## config.mk

```make
export PLATFORM = sky130hd
export DESIGN_NAME = chunk_add_seq
export DESIGN_NICKNAME = d
export VERILOG_FILES = /design/src/rtl/chunk_add_pkg.sv /design/src/rtl/adder.sv /design/src/rtl/chunk_add_seq.sv
export SDC_FILE = /design/constraint.sdc
export NUM_CORES = 1
export LEC_CHECK = 0
export BUFFER_PORTS_ARGS = -buffer_cell sky130_fd_sc_hd__buf_2
export CAP_MARGIN = 0
export CORE_MARGIN = 4
export CORE_UTILIZATION = 45
export DETAILED_ROUTE_END_ITERATION = 16
export HOLD_SLACK_MARGIN = 0.02
export MAX_ROUTING_LAYER = met4
export PLACE_DENSITY = 0.68
export SYNTH_ARGS = -nofsm -noshare
export SYNTH_HDL_FRONTEND = slang
export SYNTH_SLANG_ARGS = --single-unit
```

## constraint.sdc

```tcl
create_clock -name clk -period 2.35 [get_ports clk]
set_input_delay 0.47 -clock clk [delete_from_list [all_inputs] [get_ports clk]]
set_output_delay 0.47 -clock clk [all_outputs]
set_load 0.01 [all_outputs]
```

## src/rtl/chunk_add_pkg.sv

```systemverilog
// Shared types and constants for the chunked sequential adder.
package chunk_add_pkg;

  localparam int SLICE_W = 3;

  typedef enum logic [1:0] {
    IDLE = 2'd0,
    RUN  = 2'd1,
    DONE = 2'd2
  } chunk_add_state_t;

  function automatic int idx_width(input int chunks);
    return (chunks > 1) ? $clog2(chunks) : 1;
  endfunction

endpackage

```

## src/rtl/adder.sv

```systemverilog
// 3-bit ripple slice shared by the sequencer; count is the slice carry-out.
module adder (
  input  logic [2:0] a,
  input  logic [2:0] b,
  input  logic       cin,
  output logic [2:0] sum,
  output logic       count
);

  logic [3:0] total_s;

  assign total_s = {1'b0, a} + {1'b0, b} + {3'b000, cin};
  assign sum     = total_s[2:0];
  assign count   = total_s[3];

endmodule

```

## src/rtl/chunk_add_seq.sv

```systemverilog
// Adds two WIDTH-bit operands one 3-bit chunk per clock through a single
// shared adder slice, then pulses done with the full sum and carry-out.
module chunk_add_seq
  import chunk_add_pkg::*;
#(
  parameter int WIDTH = 12
) (
  input  logic             clk,
  input  logic             reset,
  input  logic             start,
  input  logic [WIDTH-1:0] a,
  input  logic [WIDTH-1:0] b,
  input  logic             cin,
  output logic             busy,
  output logic             done,
  output logic [WIDTH-1:0] sum,
  output logic             cout
);

  localparam int CHUNKS = WIDTH / SLICE_W;
  localparam int IDX_W  = idx_width(CHUNKS);
  localparam logic [IDX_W-1:0] LAST_IDX = IDX_W'(CHUNKS - 1);

  chunk_add_state_t   state_r, next_state_s;
  logic [WIDTH-1:0]   a_r, b_r, sum_r;
  logic [IDX_W-1:0]   idx_r;
  logic               carry_r, cout_r, busy_r, done_r;
  logic [SLICE_W-1:0] a_chunk_s, b_chunk_s, slice_sum_s;
  logic               slice_cout_s, accept_s, last_s;

  assign accept_s = start && (state_r != RUN);
  assign last_s   = (idx_r == LAST_IDX);

  // Chunk select: one-hot AND-OR mux over the latched operands
  always_comb begin
    a_chunk_s = {SLICE_W{1'b0}};
    b_chunk_s = {SLICE_W{1'b0}};
    for (int i = 0; i < CHUNKS; i++) begin
      a_chunk_s = a_chunk_s | (a_r[i*SLICE_W +: SLICE_W] & {SLICE_W{idx_r == IDX_W'(i)}});
      b_chunk_s = b_chunk_s | (b_r[i*SLICE_W +: SLICE_W] & {SLICE_W{idx_r == IDX_W'(i)}});
    end
  end

  adder u_slice (
    .a     (a_chunk_s),
    .b     (b_chunk_s),
    .cin   (carry_r),
    .sum   (slice_sum_s),
    .count (slice_cout_s)
  );

  // Next-state decode
  always_comb begin
    next_state_s = state_r;
    case (state_r)
      IDLE: begin
        if (start) next_state_s = RUN;
        else       next_state_s = IDLE;
      end
      RUN: begin
        if (last_s) next_state_s = DONE;
        else        next_state_s = RUN;
      end
      DONE: begin
        if (start) next_state_s = RUN;
        else       next_state_s = IDLE;
      end
      default: next_state_s = IDLE;
    endcase
  end

  // State, operand latch and progressive chunk write-back
  always_ff @(posedge clk) begin
    if (reset) begin
      state_r <= IDLE;
      busy_r  <= 1'b0;
      done_r  <= 1'b0;
      a_r     <= {WIDTH{1'b0}};
      b_r     <= {WIDTH{1'b0}};
      sum_r   <= {WIDTH{1'b0}};
      cout_r  <= 1'b0;
      carry_r <= 1'b0;
      idx_r   <= {IDX_W{1'b0}};
    end else begin
      state_r <= next_state_s;
      busy_r  <= (next_state_s == RUN);
      done_r  <= (next_state_s == DONE);
      if (accept_s) begin
        a_r     <= a;
        b_r     <= b;
        carry_r <= cin;
        idx_r   <= {IDX_W{1'b0}};
        sum_r   <= {WIDTH{1'b0}};
        cout_r  <= 1'b0;
      end else if (state_r == RUN) begin
        for (int i = 0; i < CHUNKS; i++) begin
          if (idx_r == IDX_W'(i)) sum_r[i*SLICE_W +: SLICE_W] <= slice_sum_s;
        end
        carry_r <= slice_cout_s;
        // The index parks on the last chunk rather than wrapping
        if (last_s) cout_r <= slice_cout_s;
        else        idx_r  <= idx_r + IDX_W'(1'b1);
      end
    end
  end

  assign busy = busy_r;
  assign done = done_r;
  assign sum  = sum_r;
  assign cout = cout_r;

endmodule

```

==> impl_metrics.json <==
{
  "post_cts_resized": 0,
  "final_common_cell": "dfxtp_1",
  "hpwl_um": 3095,
  "min_period_ns": 2.239,
  "area_growth_pct": 17.67,
  "fin_util_pct": 56.49,
  "critPathLaunchType": "flip-flop",
  "clock_latency_ns": 0.30,
  "crit_path_frequent_cell": "inv_1",
  "antenna_found_initial": 0,
  "drive_above_1_share_pct": 27.10,
  "multi_input_area_um2": 964.7,
  "crit_type": "flip-flop to flip-flop",
  "fp.dieW_um": 74.26,
  "ctsHoldBuffers": 0,
  "timing.final.crit_share_pct": 95.26,
  "cts_made_buffers": 5,
  "yosysSeqAreaShare_pct": 44.59,
  "setup_viol": 0,
  "ir_drop_mv": 0.3117,
  "cts-root-buf": "clkbuf_8",
  "cts.clk_slew.worst_paths_ns": 0.08,
  "ys_warn_count": 0,
  "p_leak_nw": 0.9329,
  "vias_per_cell": 5.410,
  "drcViolationCount": 0,
  "vias": 1688,
  "final-hold-violation-count": 0,
  "clockBufferDepth": 2,
  "worst_setup_path_end_kind": "flip-flop",
  "reg2reg_from": "idx_r[1]$_SDFFE_PP0P_",
  "wl_per_cell_um": 14.22,
  "tightest_slew_ns": 0.6793,
  "ys_seq_elements": 44,
  "fin_nets": 297,
  "dieArea_um2": 5515,
  "cts.sinks": 44,
  "final_cell_area_um2": 2325,
  "drtIter0Drc": 79,
  "power_density_nw_per_um2": 704.2,
  "grt_usage_pct": 18.23,
  "num_rows": 23,
  "rr_worst_depth": 8,
  "synth.distinct_cells": 28,
  "crit_chain": "inv_1 > ha_2 > a22oi_1 > nand2_1 > fa_1 > inv_1 > fa_2 > a311oi_1",
  "start_util_pct": 48.01,
  "drv_slew": 0,
  "firstDrtPassIters": 4,
  "syn-cell-area_um2": 1976,
  "grt_pass1_vias": 1607,
  "seq_area_um2": 882.1,
  "fillCellCount": 390,
  "numPortBuffers": 42,
  "skew_ns": 0.007834,
  "critPathArrivalTime_ns": 2.44,
  "ios": 43,
  "antenna_left": 0,
  "ys_top_cells_by_area": "dfxtp_1, nand3_1, a21oi_1",
  "place.gp.congestion": 0.8265,
  "status": "finished, final reports clean",
  "post-cts-setup-buffer-count": 0,
  "cpPeakStageDelay_ns": 0.47,
  "yosys.area.top_type": "dfxtp_1",
  "place_area_um2": 2183,
  "drt-total-wl_um": 4437,
  "max-slew-margin-rel_pct": 54.66,
  "grt_max_degree": 39,
  "mostFrequentLayoutCells": "dfxtp_1, buf_2, nand3_1, a21oi_1, o21ai_1",
  "diodes": 0,
  "drv_cap": 0,
  "cp_slowest_cell": "fa_2",
  "min_path_type": "primary input to flip-flop",
  "r2r-end": "sum[1]$_SDFFE_PP0P_",
  "r2r_slack_ns": 0.11,
  "crit_path_start": "idx_r[1]$_SDFFE_PP0P_",
  "cp_data_required_time_ns": 2.55,
  "hold_ws_ns": 0.4102,
  "critPathCapture": "sum[1]$_SDFFE_PP0P_",
  "coreArea_um2": 4115,
  "htreeDepth": 2,
  "yosys.area.top_type_share_pct": 44.59,
  "overflow": 0,
  "cts_tree": "built",
  "syn_nets": 262,
  "avgSynthCellArea_um2": 8.742,
  "fin_setup_tns_ns": 0,
  "grt_pass1_wl_um": 7500,
  "max_freq_mhz": 446.7,
  "postSynthCellCount": 226,
  "critPathMaxFanout": 6,
  "die_y_um": 74.26
}
metal layers:
| layer | vias up | GRT usage [%] | routed length, um | part of all wire (%) |
|---|---|---|---|---|
| met5 | - | - | 0 | 0 |
| met4 | 0 | 5.336 | 61 | 1.4 |
| met2 | 42 | 28.05 | 2063 | 46 |
| li1 | 876 | - | - | - |
| met1 | 764 | 23.69 | 2041 | 46 |
| met3 | 6 | 4.730 | 270 | 6.1 |
flip-flops by register name (all words and copies together) (netlist names):
name / cells
busy: 1
state_r: 2
idx_r: 2
sum: 12
cout: 1
done: 1
b_r: 12
a_r: 12
carry_r: 1
layout make-up:
class / count / area share (%)
Multi-Input combinational cell: 154 / 41.50
Sequential cell: 44 / 37.94
Timing Repair Buffer: 49 / 11.30
Clock buffer: 7 / 4.144
Tap cell: 50 / 2.691
Clock inverter: 1 / 1.292
Inverter: 7 / 1.130
cell usage after synthesis:
master and n:
dfxtp_1 44, nand3_1 30, a21oi_1 29, o21ai_1 18
nand2_1 13, a22oi_1 12, clkbuf_1 8, a21oi_2 7
inv_1 7, nor2_1 7, o21ai_0 7, buf_2 6
ha_1 6, a211oi_1 4, buf_6 4, nor2b_1 4
a311oi_1 3, nand3b_1 3, buf_1 2, fa_1 2
mux2i_1 2, xnor2_1 2, a21o_1 1, a21o_4 1
and3b_1 1, buf_4 1, nand2b_1 1, nor3b_1 1
worst max-delay path: cells and delay by family (launching register included):
kind | cells | cell delay [ns]
simple gates | 1 | 0.10
flops | 1 | 0.37
compound gates | 2 | 0.41
fa+ha+maj | 3 | 1.09
buf+inv | 2 | 0.17
how the worst min path moves through the flow:
stage | startpoint | endpoint | slack [ns] | cells past startpoint
after global placement | sum[3]$_SDFFE_PP0P_ | sum[3]$_SDFFE_PP0P_ | 0.45 | 2
after global routing | b[9] | b_r[9]$_SDFFE_PP0P_ | 0.41 | 3
after CTS | a[7] | a_r[7]$_SDFFE_PP0P_ | 0.40 | 3
after detailed placement | sum[3]$_SDFFE_PP0P_ | sum[3]$_SDFFE_PP0P_ | 0.46 | 2
final | a[11] | a_r[11]$_SDFFE_PP0P_ | 0.41 | 3
after floorplan | b_r[6]$_SDFFE_PP0P_ | b_r[6]$_SDFFE_PP0P_ | 0.45 | 2
cell families after synthesis:
logic type / Yosys count / synth area share (%)
DFF: 44 / 44.58
and+or+nand+nor: 60 / 14.95
adders and majority gates: 8 / 5.826
AOI/OAI and AO/OA: 82 / 25.33
xor gates and xnor gates: 2 / 0.8868
buffers and inverters: 28 / 7.410
muxes: 2 / 1.013
stage by stage:
stage	instances	setup WS (ns)	total power, mW
global placement	304	0.1478	1.029
CTS	312	0.03182	1.649
floorplan	226	0.08733	0.9686
global route	312	-0.007557	1.719
finish	312	0.1115	1.637
detailed placement	304	0.08364	1.033
where the power goes:
group | internal, mW | total, mW | switching, mW
registers | 0.780 | 0.801 | 0.0218
logic | 0.0867 | 0.216 | 0.129
clock network | 0.375 | 0.619 | 0.245
total | 1.24 | 1.64 | 0.396
Power figures use the tool's default switching activity.
